[src/rtl/conv_layer_calc_pkg.sv]
// Shared helpers for the convolution dot-product block: kernel legality,
// accumulator extension bits per kernel size, and accumulator width.
package conv_layer_calc_pkg;

  function automatic bit kernel_legal(input int kernel);
    return (kernel == 1) || (kernel == 3) || (kernel == 5) || (kernel == 7);
  endfunction

  // Extension bits large enough that the worst-case tap sum cannot overflow.
  function automatic int ext_bits(input int kernel);
    case (kernel)
      1:       return 0;
      3:       return 3;
      5:       return 4;
      7:       return 5;
      default: return 0;
    endcase
  endfunction

  function automatic int acc_width(input int n, input int m, input int e);
    return n + m + e;
  endfunction

endpackage

[src/rtl/carry_save_adder.sv]
// Combinational 3:2 carry-save reduction of OPS operands into a sum vector
// and an already-shifted carry vector whose modular sum is the operand total.
module carry_save_adder
  import conv_layer_calc_pkg::*;
#(
  parameter int OPS   = 9,
  parameter int E     = 3,
  parameter int WIDTH = 7
) (
  input  logic [OPS*WIDTH-1:0] operands,
  output logic [WIDTH-1:0]     sum,
  output logic [WIDTH-1:0]     carry
);

  if (WIDTH <= E) begin : g_bad_width
    $error("carry_save_adder: WIDTH must exceed extension bits E");
  end

  if (OPS == 1) begin : g_one
    assign sum   = operands;
    assign carry = '0;
  end else if (OPS == 2) begin : g_two
    assign sum   = operands[0 +: WIDTH];
    assign carry = operands[WIDTH +: WIDTH];
  end else begin : g_tree
    logic [WIDTH-1:0] s_acc, c_acc, x_op, s_new;

    // Each stage folds one more operand into the running sum/carry pair.
    always_comb begin
      s_acc = operands[0 +: WIDTH];
      c_acc = operands[WIDTH +: WIDTH];
      x_op  = '0;
      s_new = '0;
      for (int i = 2; i < OPS; i++) begin
        x_op  = operands[i*WIDTH +: WIDTH];
        s_new = s_acc ^ c_acc ^ x_op;
        c_acc = ((s_acc & c_acc) | (s_acc & x_op) | (c_acc & x_op)) << 1;
        s_acc = s_new;
      end
    end

    assign sum   = s_acc;
    assign carry = c_acc;
  end

endmodule

[src/rtl/conv_layer_calc.sv]
// Pipelined KERNEL x KERNEL signed dot product in redundant (sum/carry) form.
// Optional macro CONV_CALC_RESOLVE_EN adds a lookahead adder stage that resolves the result.
module conv_layer_calc
  import conv_layer_calc_pkg::*;
#(
  parameter int KERNEL = 3,
  parameter int E      = 3,
  parameter int N      = 2,
  parameter int M      = 2
) (
  input  logic                       clk,
  input  logic                       rst,
  input  logic [KERNEL*KERNEL*N-1:0] data2conv,
  input  logic                       en_in,
  input  logic [KERNEL*KERNEL*M-1:0] w,
  output logic [N+M+E-1:0]           sum,
  output logic [N+M+E-1:0]           cout,
  output logic                       en_out
);

  localparam int TAPS = KERNEL * KERNEL;
  localparam int W    = acc_width(N, M, E);

  if (!kernel_legal(KERNEL)) begin : g_bad_kernel
    $error("conv_layer_calc: KERNEL must be 1, 3, 5 or 7");
  end
  if (E != ext_bits(KERNEL)) begin : g_bad_ext
    $error("conv_layer_calc: E does not match KERNEL");
  end

  logic [TAPS*W-1:0] prod_d, prod_q;
  logic              en_q1;
  logic [W-1:0]      csa_sum, csa_carry;
  logic [W-1:0]      sum_q2, carry_q2;
  logic              en_q2;

  // Operands are sign-extended to the full width before multiplying, so the
  // truncated product is already the sign-extended tap product.
  for (genvar j = 0; j < TAPS; j++) begin : g_tap
    logic signed [W-1:0] d_ext, w_ext;
    assign d_ext = W'($signed(data2conv[j*N +: N]));
    assign w_ext = W'($signed(w[j*M +: M]));
    assign prod_d[j*W +: W] = d_ext * w_ext;
  end

  always_ff @(posedge clk) begin
    if (rst) begin
      prod_q <= '0;
      en_q1  <= 1'b0;
    end else begin
      prod_q <= prod_d;
      en_q1  <= en_in;
    end
  end

  carry_save_adder #(
    .OPS   (TAPS),
    .E     (E),
    .WIDTH (W)
  ) u_csa (
    .operands (prod_q),
    .sum      (csa_sum),
    .carry    (csa_carry)
  );

  always_ff @(posedge clk) begin
    if (rst) begin
      sum_q2   <= '0;
      carry_q2 <= '0;
      en_q2    <= 1'b0;
    end else begin
      sum_q2   <= csa_sum;
      carry_q2 <= csa_carry;
      en_q2    <= en_q1;
    end
  end

`ifdef CONV_CALC_RESOLVE_EN
  logic [W-1:0] gen_c, prop_c, carry_c, resolved;
  logic [W-1:0] res_q;
  logic         en_q3;

  // Generate/propagate lookahead over the redundant pair.
  always_comb begin
    gen_c      = sum_q2 & carry_q2;
    prop_c     = sum_q2 ^ carry_q2;
    carry_c    = '0;
    for (int i = 0; i < W - 1; i++) begin
      carry_c[i+1] = gen_c[i] | (prop_c[i] & carry_c[i]);
    end
    resolved = prop_c ^ carry_c;
  end

  always_ff @(posedge clk) begin
    if (rst) begin
      res_q <= '0;
      en_q3 <= 1'b0;
    end else begin
      res_q <= resolved;
      en_q3 <= en_q2;
    end
  end

  assign sum    = res_q;
  assign cout   = '0;
  assign en_out = en_q3;
`else
  assign sum    = sum_q2;
  assign cout   = carry_q2;
  assign en_out = en_q2;
`endif

endmodule

[config.mk]
export PLATFORM = sky130hd
export DESIGN_NAME = conv_layer_calc
export DESIGN_NICKNAME = d
export VERILOG_FILES = /design/src/rtl/conv_layer_calc_pkg.sv /design/src/rtl/carry_save_adder.sv /design/src/rtl/conv_layer_calc.sv
export SDC_FILE = /design/constraint.sdc
export NUM_CORES = 1
export LEC_CHECK = 0
export CAP_MARGIN = 30
export CORE_UTILIZATION = 57
export DETAILED_ROUTE_END_ITERATION = 8
export GPL_TIMING_DRIVEN = 0
export PLACE_DENSITY = 0.85
export RECOVER_POWER = 25
export SYNTH_ARGS = -nofsm -noshare
export SYNTH_HDL_FRONTEND = slang
export SYNTH_HIERARCHICAL = 1
export SYNTH_SLANG_ARGS = --single-unit
[constraint.sdc]
create_clock -name clk -period 11.06 [get_ports clk]
set_clock_uncertainty 0.15 [all_clocks]
set_input_delay 2.212 -clock clk [delete_from_list [all_inputs] [get_ports clk]]
set_output_delay 2.212 -clock clk [all_outputs]
set_load 0.02 [all_outputs]
Word-level counts from Yosys, hierarchy flattened
Index checks and enable logic that the tools add are counted.
{ "totals": {"reg_bits": 76, "input_bits": 39, "out_inout_bits": 15, "word_cells": 64} }
{ "op_classes": {"n_mul": 9, "bitwise": 49} }
{ "op_table": {"columns": ["operator", "n"], "rows": [
  ["$and A6 B6 Y6", 21],
  ["$xor A7 B7 Y7", 14],
  ["$or A6 B6 Y6", 14],
  ["$mul A2 B2 Y4", 9]
]} }

Longest topological paths before layout
Gate-level depths: netlist (run 1).
{ "depth": {"depth_word": 21, "ltp_mapped": 12, "mapped_depth_nobuf": 12} }

Hierarchy
The synthesis (run 1) kept the hierarchy.
{ "by_module_without_submodules": {"columns": ["module", "instances", "cells_per_inst", "area_per_inst_um2", "seq_area_each_um2"], "rows": [
  ["conv_layer_calc", 1, 189, 2088.3, 1041.0],
  ["carry_save_adder", 1, 68, 993.5, 0.0]
]} }

Worst setup path before layout (run 1)
OpenSTA, ideal clock, no wires.
{ "synth_timing": {"path_type": "register -> register", "start": "reg prod_q[13]", "end": "reg sum_q2[6] (netlist: sum[6])", "setup_ps": 117, "arrival_time_ps": 4108, "required_time_ps": 10793, "slack_ps": 6685, "path_stages_with_launch": 11, "n_path_buf": 0, "synth_period_minus_slack_ps": 4375, "path_cell_list": "dfxtp_1 -> fa_1 -> fa_1 -> fa_1 -> fa_1 -> fa_1 -> fa_1 -> xnor3_1 -> xnor3_1 -> xnor3_1 -> nor2b_1"} }
{ "synth_between": {"elab_chain_cells": 14} }
{ "synth_lines": {"columns": ["item", "line_no", "source"], "rows": [
  ["start, declared", "conv_layer_calc.sv:31", "logic [TAPS*W-1:0] prod_d, prod_q;"],
  ["start signal, assigned", "conv_layer_calc.sv:51", "prod_q <= prod_d;"],
  ["$xor A7 B7 Y7 (14 in series)", "carry_save_adder.sv:36", "s_new = s_acc ^ c_acc ^ x_op;"],
  ["net csa_sum[6]", "conv_layer_calc.sv:33", "logic [W-1:0] csa_sum, csa_carry;"],
  ["end signal, assigned", "conv_layer_calc.sv:72", "sum_q2 <= csa_sum;"],
  ["end, declared", "conv_layer_calc.sv:34", "logic [W-1:0] sum_q2, carry_q2;"]
]} }
The timed path passes the listed nets, and every way through them passes these cells.
A chain may end at the register's enable or synchronous reset.

Final worst setup path (run 1)
Ends and elaborated chain as after synthesis.

==> run_results.csv, run 1 <==
group,metric,value,unit
worst_setup_path,cp-startpoint,"prod_q[13]",
sta,slew_violations,0,
synth,ys_seq_area_share,33.8,%
grt,overflow,0,
floorplan,ios,54,
sta,setup_tns,0,ps
power_and_ir_drop,powerDensity,185,nW/um^2
worst_setup_path,path_max_fanout,4,
worst_setup_path,crit_type,"flip-flop to flip-flop",
clock_network,cts_buffers,5,
synth,yosysMostFrequentCell,"dfxtp_1",
clock_network,cts_tree,"yes",
finish,utilization,73.3,%
synth,synth_top_area_share,33.8,%
synth,synth_top_area_cell,"dfxtp_1",
grt,grt_pass1_wl,8180,um
power_and_ir_drop,ir_drop,0.0886,mV
min_path,min_from,"en_q1",
clock_network,postCtsSetupBuffers,0,
worst_setup_path,arrival,4610,ps
clock_network,insertion_delay,300,ps
flow_run,maxCapViolations,0,
synth,syn-num-nets,360,
floorplan,die-area,5700,sq um
synth,synth-seq-cells,52,
finish,final_layout_size_suffix_gt1_share,6.96,%
power_and_ir_drop,p_leak,1.71,nW
placed_design,port_buffers,53,
drt,wl_per_cell,13.1,um
floorplan,die_y,75.5,um
sta,worstMarginPinSlew,566,ps
sta,period_needed,4580,ps
synth,synthCells,257,
clock_network,cts_hold_buf,0,
outcome,status,"finished clean",
sta,slew_headroom,62.3,%
floorplan,coreArea,5170,sq um
synth,synth_top_cells_by_area,"dfxtp_1, fa_1, nor2b_1, ha_1, inv_1",
synth,syn-mean-instance-area,12.0,sq um
synth,ys.flop_type,"dfxtp_1",
clock_network,clkSinkCount,52,
grt,grt_pass1_vias,1889,
worst_setup_path,worstPathRequired,11090,ps
worst_setup_path,start_kind,"flip-flop",
grt,antenna_found_initial,0,
clock_network,post_cts_resize_count,0,
sta,finalHoldViolations,0,
sta,max_freq,218,MHz
sta,rsz0062_at_grt,"false",
clock_network,h-tree-depth,2,
floorplan,initial_utilization,59.6,%
worst_setup_path,timing.rr.start,"prod_q[13]",
finish,syn_to_final_growth,23.0,%
sta,setup_viol,0,
synth,synth_cell_types,21,
synth,yosysWarningCount,6,
placed_design,hpwl,4130,um
finish,antenna_cells,0,
drt,dr.pass1.iters,3,
clock_network,clockRootBuffer,"clkbuf_8",
floorplan,die_w,75.5,um
finish,final_nets,420,
drt,drtIter0Drc,39,
drt,wirelength,5060,um
worst_setup_path,end_kind,"flip-flop",
sta,whs,292,ps
clock_network,clock_path_buffers,2,
synth,synth_commonest_cells,"dfxtp_1, fa_1, nor2b_1",
drt,via_per_inst,4.71,
grt,grt_util_all_layers,20.3,%
synth,synth-edff-count,0,
clock_network,path_clk_slew,80,ps
placed_design,gp_congestion,0.772,
synth,syn-cell-area,3080,sq um
grt,grt_max_degree,15,
floorplan,rows,26,
sta,period_share,41.4,%
min_path,min_path_type,"flip-flop to flip-flop",
synth,synthArstFlopShare,0,%
power_and_ir_drop,p_total,0.700,mW
drt,drc,0,
drt,vias,1819,
drt,ant_nets,0,
stage by stage:
stage / std cells / instance area [sq um] / worst slack [ps]
after CTS: 386 / 3800 / 6470
final: 386 / 3790 / 6480
after global placement: 380 / 3700 / 6590
after global routing: 386 / 3790 / 6280
after detailed placement: 380 / 3700 / 6530
after floorplan: 257 / 3080 / 6680
layer usage:
layer  track usage (%)  share of wire [%]  vias up
met2              38.3                 54       45
li1                  -                  -      886
met5                 0                  0        -
met3              4.37                3.3       10
met4              7.20                2.1        0
met1              22.6                 41      878
state kept, by name, indices dropped and copies added, names as in the netlist:
signal	flops
prod_q	36
cout	7
sum	7
en_out	1
en_q1	1
placed cells by master, fill, tap and decap left out, types with 2 or more instances in the layout:
cell / Yosys / routed
mux2_2: 5 / 5
nor2_1: 17 / 17
mux2_4: 6 / 6
mux2i_1: 2 / 2
xnor3_1: 3 / 3
clkbuf_8: 0 / 5
and2b_1: 2 / 2
fa_1: 45 / 45
and2_2: 3 / 3
clkdlybuf4s50_1: 0 / 52
nand2_1: 12 / 12
dfxtp_1: 52 / 52
nor2b_1: 44 / 44
nand2b_1: 3 / 3
ha_1: 19 / 19
clkbuf_1: 0 / 5
and2_1: 3 / 3
inv_1: 24 / 24
xnor2_1: 7 / 7
critical path: stages (launching register included):
cell and delay (ps):
dfxtp_1 460, fa_1 480, fa_1 550, fa_1 450, fa_1 520, fa_1 530, fa_1 400, xnor3_1 370
xnor3_1 230, xnor3_1 200, nor2b_1 130
report_power, final:
part | internal, mW | switching [mW]
logic | 0.195 | 0.154
clock network | 0.0650 | 0.0580
registers | 0.215 | 0.0132
area by class of cell:
cell class                 instances  area (sq um)
buffer                             7          31.3
clock buffer                       5          68.8
sequential                        52          1040
multi-input combinational        174          1910
tap                               70          87.6
timing repair buffer              53           531
clock inverter                     1          30.0
fill                             367          1380
inverter                          24          90.1
final timing paths:
| path | to | slack [ps] | depth (start not counted) |
|---|---|---|---|
| hold / removal | en_out | 290 | 1 |
| hold reg to reg | en_out | 290 | 1 |
| setup / recovery | sum[6] | 6480 | 10 |
| setup reg to reg | sum[6] | 6480 | 10 |
logic make-up (layout without fill, tap and decap cells):
family	count (synthesis)	count (layout)	share of synthesized area [%]
compound gates	1	1	0.162
xor+xnor	11	11	4.47
fa+ha+maj	64	64	36.9
buf+inv	31	90	4.22
flops	52	52	33.8
mux	13	13	5.40
other cells	1	1	0.122
simple gates	84	84	14.9
Power figures use the tool's default switching activity.
==> inputs of run 2 (changes only) <==
Settings changed: CORE_UTILIZATION 57 to 48, PLACE_DENSITY 0.85 to 0.77.
Clock period 11.06 ns to 3.7 ns, I/O delays scaled along.
==> run_results.csv, run 2 (synthesis gave the netlist of run 1 again) <==
group,metric,value,unit
finish,final_cell_mix,"clkdlybuf4s50_1, dfxtp_1, nor2b_1",
worst_setup_path,crit_type,"flip-flop to flip-flop",
floorplan,coreArea,6060,sq um
floorplan,rows,28,
placed_design,gp_congestion,0.766,
sta,rsz0062_at_grt,"true",
clock_network,clock_path_buffers,2,
placed_design,dp_cells,385,
finish,final_nets,420,
worst_setup_path,worstPathRequired,3810,ps
floorplan,die_y,82.1,um
finish,final_layout_size_suffix_gt1_share,12.9,%
grt,overflow,0,
drt,vias,1848,
worst_setup_path,rr_worst_depth,8,
clock_network,cts_buffers,5,
finish,fin_cells,393,
worst_setup_path,path_max_fanout,4,
drt,wl_per_cell,13.0,um
grt,grt_max_degree,16,
clock_network,insertion_delay,310,ps
clock_network,clkSinkCount,52,
floorplan,ios,54,
placed_design,port_buffers,53,
worst_setup_path,cpPeakStageDelay,560,ps
drt,drtIter0Drc,52,
placed_design,hpwl,4160,um
sta,period_needed,4210,ps
sta,period_share,114,%
outcome,status,"finished, violations left",
drt,ant_nets,0,
finish,final_cell_area,3860,sq um
sta,whs,307,ps
clock_network,h-tree-depth,2,
grt,grt_util_all_layers,18.2,%
worst_setup_path,arrival,4310,ps
drt,via_per_inst,4.70,
worst_setup_path,cp.depth,8,
sta,setup_viol,11,
worst_setup_path,cp_cell_sequence,"fa_1 -> fa_1 -> fa_2 -> fa_2 -> fa_2 -> fa_2 -> fa_2 -> nor2b_1",
min_path,min_path_type,"flip-flop to flip-flop",
placed_design,postPlaceCellArea,3730,sq um
drt,drc,0,
finish,antenna_cells,0,
floorplan,initial_utilization,50.8,%
worst_setup_path,path_delay_family,"adder cells",
clock_network,cts_tree,"yes",
finish,layout_commonest_cell,"clkdlybuf4s50_1",
worst_setup_path,start_kind,"flip-flop",
power_and_ir_drop,ir_drop,0.372,mV
finish,largest_reg_flops,36,
clock_network,path_clk_slew,90,ps
sta,slew_violations,0,
grt,antenna_found_initial,0,
finish,utilization,63.7,%
sta,worstMarginPinSlew,554,ps
grt,grt_pass1_wl,8740,um
worst_setup_path,timing.rr.start,"prod_q[6]",
clock_network,clockRootBuffer,"clkbuf_8",
placed_design,pre_cts_ws,-506,ps
outcome,violations,"negative setup slack",
sta,slew_headroom,63.1,%
worst_setup_path,worst-path-buf-inv,0,
worst_setup_path,end_kind,"flip-flop",
floorplan,die_w,82.1,um
sta,setup_slack,-506,ps
min_path,min_from,"en_q1",
finish,n_fill_cell,476,
finish,syn_to_final_growth,25.3,%
flow_run,maxCapViolations,0,
worst_setup_path,cp_slowest_cell,"fa_1",
drt,wirelength,5100,um
clock_network,cts_hold_buf,0,
worst_setup_path,crit_path_frequent_cell,"fa_2",
worst_setup_path,cp-startpoint,"prod_q[6]",
grt,grt_pass1_vias,2028,
sta,finalHoldViolations,0,
floorplan,die-area,6740,sq um
power_and_ir_drop,p_leak,1.71,nW
min_path,hold_path_depth,1,
drt,dr.pass1.iters,4,
power_and_ir_drop,powerDensity,547,nW/um^2
finish,largest-register,"prod_q",
sta,max_freq,238,MHz
[run 2: cell types whose count changed in the layout (fill, tap and decap cells not counted), moves of 2 or more]
cell	delta
fa_2	+10
dfxtp_1	-4
dfxtp_4	+3
clkbuf_1	-2
fa_1	-10
clkbuf_8	+2
[run 2: worst register-to-register path, cell delays in order (launching register included)]
cell     delay (ps)
dfxtp_4         380
fa_1            560
fa_1            440
fa_2            560
fa_2            440
fa_2            560
fa_2            450
fa_2            520
nor2b_1         110
[run 2: per-layer routing]
metal,part of all wire [%],GRT usage [%],vias to the layer above
met5,0,0,-
li1,-,-,894
met4,3.1,10.0,0
met3,4.0,3.08,12
met1,40,19.3,896
met2,53,34.0,46
[run 2: final cells by class]
| type | instances | area (sq um) | share of cell area [%] |
|---|---|---|---|
| buffer | 7 | 36.3 | 0.940 |
| inverter | 24 | 90.1 | 2.33 |
| sequential | 52 | 1050 | 27.3 |
| tap | 75 | 93.8 | 2.43 |
| clock buffer | 8 | 121 | 3.14 |
| multi-input combinational | 174 | 1940 | 50.1 |
| timing repair buffer | 53 | 531 | 13.7 |
[run 2: through the flow]
stage	power, mW	setup TNS [ps]
final	2.11	-4640
after global placement	1.68	-3990
after CTS	2.14	-4700
after detailed placement	1.74	-4550
after floorplan	1.43	-3130
after global routing	2.31	-5820
[run 2: path summary, 6_finish.rpt]
check,to,slack [ps]
max,sum[4],-510
min reg2reg,en_out,310
min,en_out,310
max reg2reg,sum[4],-510
[run 2: power breakdown]
group,internal [mW],leakage (nW),switching (mW)
Combinational,0.582,1.22,0.448
Sequential,0.644,0.433,0.0393
Clock,0.212,0.0627,0.185
[run 2: timing repair]
action / 4_1_cts / 5_1_grt
setup endpoints to repair: 11 / 11
resized for setup: 1 / 6
buffers inserted: 0 / 0
pin swaps: 4 / 4
==> inputs of run 3 (changes only) <==
Settings changed: CELL_PAD_IN_SITES_DETAIL_PLACEMENT set to 0, CELL_PAD_IN_SITES_GLOBAL_PLACEMENT set to 2, CORE_UTILIZATION 48 to 32, PLACE_DENSITY 0.77 to unset, PLACE_DENSITY_LB_ADDON set to 0.1.
==> run_results.csv, run 3 (synthesis gave the netlist of run 1 again) <==
group,metric,value,unit
outcome,status,"finished, violations left",
outcome,violations,"negative setup slack",
placed_design,port_buffers,53,
drt,wl_per_cell,11.6,um
grt,grt_util_all_layers,12.0,%
sta,slew_headroom,60.4,%
drt,drtIter0Drc,13,
worst_setup_path,regToRegEndpoint,"sum[3]",
clock_network,h-tree-depth,2,
worst_setup_path,crit_type,"flip-flop to flip-flop",
placed_design,postPlaceCellArea,3800,sq um
drt,drc,0,
worst_setup_path,cpPeakStageDelay,570,ps
finish,final_cell_area,3900,sq um
floorplan,die_y,100,um
sta,whs,299,ps
grt,overflow,0,
drt,vias,1808,
worst_setup_path,crit_path_frequent_cell,"fa_1",
finish,largest-register,"prod_q",
power_and_ir_drop,ir_drop,0.214,mV
worst_setup_path,start_kind,"flip-flop",
placed_design,gp_congestion,0.710,
worst_setup_path,end_kind,"flip-flop",
sta,max_freq,239,MHz
sta,period_share,113,%
finish,final_cell_mix,"clkdlybuf4s50_1, dfxtp_1, nor2b_1",
clock_network,cts_buffers,5,
worst_setup_path,rr_worst_depth,8,
floorplan,die-area,10000,sq um
worst_setup_path,cp-endpoint,"sum[3]",
power_and_ir_drop,p_leak,1.70,nW
sta,worstMarginPinSlew,594,ps
floorplan,ios,54,
worst_setup_path,cp.depth,8,
worst_setup_path,timing.rr.start,"prod_q[20]",
grt,grt_pass1_wl,9070,um
finish,final_layout_size_suffix_gt1_share,13.2,%
clock_network,clkSinkCount,52,
floorplan,initial_utilization,33.2,%
worst_setup_path,cp_slowest_cell,"fa_2",
finish,n_fill_cell,921,
floorplan,coreArea,9280,sq um
worst_setup_path,worstPathRequired,3800,ps
finish,largest_reg_flops,36,
grt,grt_pass1_vias,1995,
placed_design,dp_cells,439,
worst_setup_path,cp-startpoint,"prod_q[20]",
clock_network,clockRootBuffer,"clkbuf_8",
min_path,min_path_type,"flip-flop to flip-flop",
floorplan,die_w,100,um
drt,ant_nets,0,
flow_run,maxCapViolations,0,
sta,setup_viol,11,
finish,antenna_cells,0,
placed_design,hpwl,4340,um
drt,wirelength,5210,um
clock_network,clock_path_buffers,2,
finish,final_nets,421,
clock_network,path_clk_slew,90,ps
clock_network,cts_tree,"yes",
worst_setup_path,worst-path-buf-inv,0,
sta,period_needed,4180,ps
drt,dr.pass1.iters,4,
floorplan,rows,35,
clock_network,insertion_delay,300,ps
worst_setup_path,path_max_fanout,4,
worst_setup_path,cp_cell_sequence,"fa_1 -> fa_1 -> fa_1 -> fa_1 -> fa_2 -> fa_1 -> fa_2 -> nor2b_1",
sta,slew_violations,0,
sta,setup_slack,-476,ps
clock_network,cts_hold_buf,0,
finish,syn_to_final_growth,26.7,%
sta,rsz0062_at_grt,"true",
worst_setup_path,arrival,4270,ps
sta,finalHoldViolations,0,
worst_setup_path,r2r_setup_slack,-480,ps
power_and_ir_drop,powerDensity,524,nW/um^2
grt,grt_max_degree,16,
finish,fin_cells,448,
grt,antenna_found_initial,0,
drt,via_per_inst,4.04,
placed_design,pre_cts_ws,-497,ps
worst_setup_path,path_delay_family,"adder cells",
finish,layout_commonest_cell,"clkdlybuf4s50_1",
-- run 3: cell type report --
type                       count  area (sq um)  share of cell area [%]
multi-input combinational    174          1930                    49.5
sequential                    52          1050                    27.0
timing repair buffer          54           538                    13.8
tap                          129           161                    4.13
inverter                      24          90.1                    2.31
clock buffer                   7          86.3                    2.21
buffer                         7          36.3                   0.929
clock inverter                 1          6.26                   0.160
-- run 3: worst reg2reg max path: stages, from the launching register on --
cell	delay [ps]
dfxtp_4	380
fa_1	560
fa_1	430
fa_1	510
fa_1	450
fa_2	570
fa_1	450
fa_2	530
nor2b_1	110
-- run 3: how the worst min path moves through the flow --
stage | slack [ps] | to | cells after the start | start
floorplan | 260 | en_out | 1 | en_q1
global placement | 270 | en_out | 1 | en_q1
detailed placement | 290 | en_out | 1 | en_q1
CTS | 310 | en_out | 1 | en_q1
global route | 320 | en_out | 1 | en_q1
finish | 300 | en_out | 1 | en_q1
-- run 3: repair_timing --
item / 4_1_cts / 5_1_grt
setup endpoints to repair: 11 / 11
cloned: 0 / 0
resized for setup: 0 / 8
pin swaps: 2 / 8
setup buffers: 1 / 0
-- run 3: layer usage --
metal  wire length (um)  global-route usage [%]  share of wire, %  up-vias
met2               2740                    22.4                53       36
met5                  0                       0                 0        -
li1                   -                       -                 -      891
met4                 60                    3.68               1.2        0
met1               2220                    13.5                43      877
met3                193                    2.65               3.7        4
-- run 3: through the flow --
step	power [mW]	setup TNS, ps	utilization [%]
detailed placement	1.74	-4370	40.9
floorplan	1.43	-3130	-
global placement	1.73	-4280	40.9
CTS	2.09	-4520	42.0
finish	2.05	-4360	42.0
global route	2.26	-5570	42.0
-- run 3: power by group --
group	internal [mW]	total [mW]	switching, mW
sequential	0.644	0.681	0.0373
clock	0.153	0.340	0.187
combinational	0.582	1.03	0.444
total	1.38	2.05	0.668
